## config.mk

```make
export PLATFORM = sky130hd
export DESIGN_NAME = led_pattern_gen
export DESIGN_NICKNAME = d
export VERILOG_FILES = /design/src/rtl/led_pkg.sv /design/src/rtl/tick_gen.sv /design/src/rtl/led_pattern_gen.sv
export SDC_FILE = /design/constraint.sdc
export NUM_CORES = 1
export LEC_CHECK = 0
export ABC_CLOCK_PERIOD_IN_PS = 5350
export CORE_UTILIZATION = 45
export CTS_CLUSTER_DIAMETER = 30
export CTS_CLUSTER_SIZE = 25
export DETAILED_ROUTE_END_ITERATION = 16
export HOLD_SLACK_MARGIN = 0.12
export PLACE_DENSITY = 0.69
export SYNTH_ARGS = -nofsm -noshare
export SYNTH_HDL_FRONTEND = slang
export SYNTH_SLANG_ARGS = --single-unit
```

## constraint.sdc

```tcl
create_clock -name clk -period 5.35 [get_ports clk]
set_clock_uncertainty 0.2 [all_clocks]
set_input_delay 1.07 -clock clk [delete_from_list [all_inputs] [get_ports clk]]
set_output_delay 1.07 -clock clk [all_outputs]
set_load 0.02 [all_outputs]
```

## src/rtl/led_pkg.sv

```systemverilog
// Shared constants for the LED pattern generator family.
// Mode encodings are the per-channel 2-bit field values on the mode bus.
// Combinational only; no latency or backpressure.
package led_pkg;

  localparam logic [1:0] MODE_OFF     = 2'd0;
  localparam logic [1:0] MODE_ON      = 2'd1;
  localparam logic [1:0] MODE_BLINK   = 2'd2;
  localparam logic [1:0] MODE_BREATHE = 2'd3;

  // Width of the blink half-period input and of the blink timer.
  localparam int BLINK_W = 16;

endpackage

```

## src/rtl/tick_gen.sv

```systemverilog
// Prescaler producing a one-clk tick at TICK_HZ from a CLK_HZ clock.
// Latency: first tick is the CLK_HZ/TICK_HZ-th clk after reset release; tick is registered.
// Backpressure: none, free-running.
module tick_gen #(
  parameter int CLK_HZ  = 27000000,
  parameter int TICK_HZ = 1000
) (
  input  logic clk,
  input  logic rst_n,
  output logic tick
);

  localparam int DIV = CLK_HZ / TICK_HZ;
  localparam int CW  = (DIV > 1) ? $clog2(DIV) : 1;
  localparam logic [CW-1:0] LAST = CW'(DIV - 1);

  logic [CW-1:0] cnt;

  // Count 0..DIV-1; tick is high for the clk in which the counter has just wrapped to 0.
  always_ff @(posedge clk) begin
    if (!rst_n) begin
      cnt  <= '0;
      tick <= 1'b0;
    end else if (cnt == LAST) begin
      cnt  <= '0;
      tick <= 1'b1;
    end else begin
      cnt  <= cnt + 1'b1;
      tick <= 1'b0;
    end
  end

endmodule

```

## src/rtl/led_pattern_gen.sv

```systemverilog
// Multi-channel LED driver: per-channel off / steady PWM / blink / breathe.
// Latency: led is registered, one clk after the PWM compare.
// Backpressure: none; mode, level and blink_half are sampled every clk.
module led_pattern_gen
  import led_pkg::*;
#(
  parameter int CLK_HZ     = 27000000,
  parameter int TICK_HZ    = 1000,
  parameter int CHANNELS   = 6,
  parameter int PWM_BITS   = 8,
  parameter int ACTIVE_LOW = 1
) (
  input  logic                    clk,
  input  logic                    rst_n,
  input  logic [2*CHANNELS-1:0]   mode,
  input  logic [PWM_BITS-1:0]     level,
  input  logic [BLINK_W-1:0]      blink_half,
  output logic [CHANNELS-1:0]     led,
  output logic                    tick
);

  localparam logic [PWM_BITS-1:0] PWM_MAX = {PWM_BITS{1'b1}};
  localparam logic                POL     = (ACTIVE_LOW != 0);

  logic [PWM_BITS-1:0] pwm_cnt;
  logic [PWM_BITS-1:0] breath_lvl;
  logic                breath_up;
  logic [BLINK_W-1:0]  blink_timer;
  logic [BLINK_W-1:0]  blink_lim;
  logic                blink_phase;
  logic [CHANNELS-1:0] raw;

  // All-ones duty means fully on so full brightness has no dark slot per frame.
  function automatic logic pwm_on(input logic [PWM_BITS-1:0] d,
                                  input logic [PWM_BITS-1:0] c);
    return (d == PWM_MAX) || (c < d);
  endfunction

  tick_gen #(
    .CLK_HZ (CLK_HZ),
    .TICK_HZ(TICK_HZ)
  ) u_tick_gen (
    .clk  (clk),
    .rst_n(rst_n),
    .tick (tick)
  );

  // Free-running PWM frame counter.
  always_ff @(posedge clk) begin
    if (!rst_n) pwm_cnt <= '0;
    else        pwm_cnt <= pwm_cnt + 1'b1;
  end

  // Half-period of 0 behaves as 1 tick.
  always_comb begin
    blink_lim = blink_half;
    if (blink_half == '0) blink_lim = {{(BLINK_W-1){1'b0}}, 1'b1};
  end

  // Shared blink timer; >= compare lets a lowered half-period wrap on the next tick.
  always_ff @(posedge clk) begin
    if (!rst_n) begin
      blink_timer <= '0;
      blink_phase <= 1'b0;
    end else if (tick) begin
      if (blink_timer >= blink_lim - 1'b1) begin
        blink_timer <= '0;
        blink_phase <= ~blink_phase;
      end else begin
        blink_timer <= blink_timer + 1'b1;
      end
    end
  end

  // Triangular breath ramp; each endpoint is visited for exactly one tick.
  always_ff @(posedge clk) begin
    if (!rst_n) begin
      breath_lvl <= '0;
      breath_up  <= 1'b1;
    end else if (tick) begin
      if (breath_up) begin
        breath_lvl <= breath_lvl + 1'b1;
        if (breath_lvl == PWM_MAX - 1'b1) breath_up <= 1'b0;
      end else begin
        breath_lvl <= breath_lvl - 1'b1;
        if (breath_lvl == {{(PWM_BITS-1){1'b0}}, 1'b1}) breath_up <= 1'b1;
      end
    end
  end

  for (genvar i = 0; i < CHANNELS; i++) begin : g_ch
    logic ch_raw;

    // Per-channel mode select.
    always_comb begin
      ch_raw = 1'b0;
      case (mode[2*i +: 2])
        MODE_OFF:     ch_raw = 1'b0;
        MODE_ON:      ch_raw = pwm_on(level, pwm_cnt);
        MODE_BLINK:   ch_raw = blink_phase & pwm_on(level, pwm_cnt);
        MODE_BREATHE: ch_raw = pwm_on(breath_lvl, pwm_cnt);
        default:      ch_raw = 1'b0;
      endcase
    end

    assign raw[i] = ch_raw;
  end

  // Register the pins with board polarity applied.
  always_ff @(posedge clk) begin
    if (!rst_n) led <= {CHANNELS{POL}};
    else        led <= raw ^ {CHANNELS{POL}};
  end

endmodule
```

==> results summary <==
The number of buffers created by CTS came out at 5. The distinct cell type count after synthesis came out at 46. The transition time at the pin with the least slew margin came out at 0.758 ns. The most used flip-flop cell after synthesis is sky130_fd_sc_hd__dfxtp_1. The total wire length is 7490 um. The TritonCTS sink count is 56. The number of design-rule violations left by the first detailed-router iteration came out at 156. The clock passes through at most 2 buffers.

The antenna diode count is 0. The portion of the clock cycle consumed by the worst path in the final layout came out at 91.4%. The combinational fraction of design power is 14.2%. Counting stages on the worst path, the most repeated cell is sky130_fd_sc_hd__nor2_1.

The number of antenna violations at the first check in global routing came out at 0. The startpoint type of the worst setup path is an input port. The worst slew margin relative to its limit came out at 49.0%. The flip-flop and latch count after synthesis is 56. The H-tree depth is 2. Relative to the synthesized area, the layout overhead comes to 18.4%. The combined area of all synthesized cells came out at 3540 um^2. The worst path needs 4.89 ns of the cycle, external delays included. The instance count of the mapped netlist is 428.

The die outline width is 90.8 um. Counting every net in the synthesized netlist gives 504. The number of buffers inserted to repair setup after CTS came out at 0.

The number of placement rows is 31. The max-slew violation total from the final report is 0. The placeable core region is 7450 um^2. By count the netlist is led by sky130_fd_sc_hd__nor2_1 (63), sky130_fd_sc_hd__dfxtp_1 (56), sky130_fd_sc_hd__ha_1 (38). The average cell area after synthesis is 8.28 um^2.

The count of buffers added on input and output ports is 44. The flow ran to the end, and the final reports show no timing, DRC or antenna violations. The final routed wire length divided by cell count came out at 13.0 um.

The share of layout cells above drive strength 1 is 3.99%. The static leakage came out at 1.56 nW. The final setup violation count is 0.

In this run the power spent charging and discharging nets is 0.000191 W. The data required time at the worst endpoint is 5.35 ns. The count of nets left with antenna violations after detail routing came out at 0. The die area is 8240 um^2. The layout has 700 filler cells.

The vertical die dimension is 90.8 um. The maximum clock frequency is 204 MHz. The critical path is of the input port to flip-flop type. sky130_fd_sc_hd__dfxtp_1 takes more of the synthesized area than any other cell. Summing the sequential cell areas from Yosys gives 31.6% of the chip area. The worst-case vdd ir drop came out at 158 uV. The placer congestion estimate is 0.861. In the final design database the tool counted 552 nets. The peak per-stage delay on the critical path is 0.60 ns. The power density normalized to cell area is 182 nW/um^2. The register cell area after layout came out at 1120 um^2.

The effective utilization at floorplan came out at 47.6%. The fraction of power consumed by sequential logic is 56.3%. The critical path goes through clkdlybuf4s50_1 -> or4_4 -> or4_4 -> nor2_1 -> a21oi_1 -> ha_1 -> nand2_1 -> nor2_1 -> nand2_1 -> xor2_1 -> ha_1 -> nand4_1 -> or3_1 -> o211ai_1 -> buf_4 -> nor2_1. The worst hold path belongs to the class flip-flop to flip-flop. Gates resized during post-CTS repair numbered 0. The most common cell in the synthesized netlist is sky130_fd_sc_hd__nor2_1. The CTS root buffer is sky130_fd_sc_hd__clkbuf_8. Setup slack on the critical path of the routed design comes to 0.458 ns.

Sorting the synthesized cells by area gives the leading types as sky130_fd_sc_hd__dfxtp_1 (32%), sky130_fd_sc_hd__ha_1 (13%), sky130_fd_sc_hd__xnor2_1 (8.6%). The area of the multi-input gates is 2310 um^2. Across all layers, the routed design uses 3118 vias.

The post-placement setup slack came out at 0.157 ns. The top cell type by area accounts for 31.6% of the synthesized area. For this run, the total global-route usage over all layers was measured as 18.8%. The clock tree from TritonCTS is done.

The number of global-route vias before repair came out at 2902. The first detailed-routing pass took 4 iterations. The later pin in the worst-skew pair is clocked with a latency of 0.31 ns. The utilization after layout is 56.4%. Dividing the detail-routed via count by the number of cells gives 5.42. The arrival time at the worst endpoint came out at 4.90 ns. The final-report hold violation count is 0. Counting flops with an async set or reset pin after synthesis yields a share of 0%. Summed over all layers, the global routing overflow is 0. The summed negative setup slack over all endpoints came out at 0 ns. 45 I/O pins were placed.

The number of buffers inserted by hold repair at cts came out at 0. The share of total power consumed by net switching is 25.0%. The critical path starts at blink_half[8]. Setup repair after global routing left no endpoint under its margin.

The slowest stage of the critical path belongs to the cell sky130_fd_sc_hd__or4_4. The internal power contribution is 0.000573 W. In this run, synthesis inferred 0 flip-flops with an integrated enable.

The largest fanout on the critical path came out at 9. The wire length of the first global-routing pass came out at 12900 um. The half-perimeter wire length of the detailed placement result came out at 5890 um. The detailed-route DRC error count came out at 0.

The portion of total power attributed to the clock network came out at 29.6%. The clock edge transition at the registers on the reported setup and hold paths is 0.10 ns. The count of max-cap constraint violations is 0. The total number of yosys warnings came out at 0.

The worst setup path is captured at a flip-flop. The largest net degree at the start of global routing came out at 18. The hold path startpoint is u_tick_gen.cnt[0]$_SDFF_PP0_. The startpoint of the lowest-slack register-to-register path is pwm_cnt[2]$_SDFF_PN0_.
final cells by class:
class / count / area share (%)
multi-input combinational: 343 / 55.1
clock buffer: 5 / 1.64
clock inverter: 2 / 0.387
inverter: 22 / 1.97
tap: 99 / 2.95
timing repair buffer: 48 / 11.2
sequential: 56 / 26.7
power by group through the flow:
stage / sequential [W] / clock [W] / combinational (W)
floorplan: 0.000443 / 0 / 0.0000479
global placement: 0.000440 / 0 / 0.000106
detailed placement: 0.000440 / 0 / 0.000108
CTS: 0.000430 / 0.000234 / 0.000109
global route: 0.000431 / 0.000251 / 0.000119
finish: 0.000430 / 0.000226 / 0.000108
layer usage:
| layer | part of all wire, % | global-route usage (%) |
|---|---|---|
| met2 | 48 | 32.8 |
| met3 | 2.6 | 2.78 |
| met4 | 0.83 | 4.70 |
| met1 | 49 | 24.1 |
| met5 | 0 | 0 |
worst max-delay path: cells and delay by family:
| kind | cells | cell delay, ns |
|---|---|---|
| buffers and inverters | 2 | 0.69 |
| XOR/XNOR | 1 | 0.07 |
| AO/OA/AOI/OAI | 2 | 0.33 |
| AND/OR/NAND/NOR | 9 | 2.23 |
| adder cells (fa/ha/maj) | 2 | 0.53 |
stage by stage:
stage,instances,area (um^2),hold WS (ns),total power [W]
global placement,568,4110,0.246,0.000546
floorplan,428,3540,0.228,0.000491
CTS,575,4200,0.288,0.000773
global route,575,4200,0.304,0.000801
finish,575,4200,0.282,0.000764
detailed placement,568,4110,0.264,0.000548
cells in the final DEF (no fill, tap or decap), types with 2 or more instances in the layout:
master,instances
sky130_fd_sc_hd__nor3_1,16
sky130_fd_sc_hd__or2_2,3
sky130_fd_sc_hd__a211oi_1,2
sky130_fd_sc_hd__a211o_1,2
sky130_fd_sc_hd__or4_4,2
sky130_fd_sc_hd__xor2_1,19
sky130_fd_sc_hd__nand3_1,24
sky130_fd_sc_hd__or3_1,5
sky130_fd_sc_hd__clkdlybuf4s50_1,44
sky130_fd_sc_hd__o21ai_1,2
sky130_fd_sc_hd__buf_4,4
sky130_fd_sc_hd__nand2b_1,4
sky130_fd_sc_hd__ha_1,38
sky130_fd_sc_hd__nand4_1,13
sky130_fd_sc_hd__nand2_1,27
sky130_fd_sc_hd__a2111oi_0,2
sky130_fd_sc_hd__and3_1,6
sky130_fd_sc_hd__o31ai_1,2
sky130_fd_sc_hd__a32oi_1,6
sky130_fd_sc_hd__o21ai_0,7
sky130_fd_sc_hd__clkbuf_8,5
sky130_fd_sc_hd__dfxtp_1,56
sky130_fd_sc_hd__a41oi_1,2
sky130_fd_sc_hd__o21a_1,2
sky130_fd_sc_hd__o211ai_1,4
sky130_fd_sc_hd__nand3b_1,6
sky130_fd_sc_hd__inv_1,21
sky130_fd_sc_hd__and2_1,4
sky130_fd_sc_hd__nor2_1,63
sky130_fd_sc_hd__nor2b_1,8
sky130_fd_sc_hd__nor4_1,8
sky130_fd_sc_hd__a21oi_1,16
sky130_fd_sc_hd__and4_1,3
sky130_fd_sc_hd__xnor2_1,35
state kept, by name, indices dropped and copies added, names as in the netlist:
register	cells
blink_timer	16
led	6
pwm_cnt	8
breath_up	1
breath_lvl	8
u_tick_gen.cnt	15
blink_phase	1
u_tick_gen.tick	1
cell families (layout without fill, tap and decap cells):
family / after synthesis / in the layout / share of synthesized area [%]
and+or+nand+nor: 197 / 197 / 28.3
muxes: 1 / 1 / 0.282
AOI/OAI and AO/OA: 53 / 53 / 9.95
xor gates and xnor gates: 54 / 54 / 13.3
buffers and inverters: 29 / 77 / 3.07
adders and majority gates: 38 / 38 / 13.4
DFF: 56 / 56 / 31.6
worst paths after layout:
path | endpoint | slack (ns) | depth (start not counted)
worst max-delay path | blink_timer[8]$_SDFFE_PN0P_ | 0.46 | 16
worst max register to register | led[3]$_SDFF_PN1_ | 2.87 | 6
worst min register to register | u_tick_gen.cnt[0]$_SDFF_PP0_ | 0.28 | 1
worst min-delay path | u_tick_gen.cnt[0]$_SDFF_PP0_ | 0.28 | 1
Note: power is estimated with default switching activity, not from simulation.
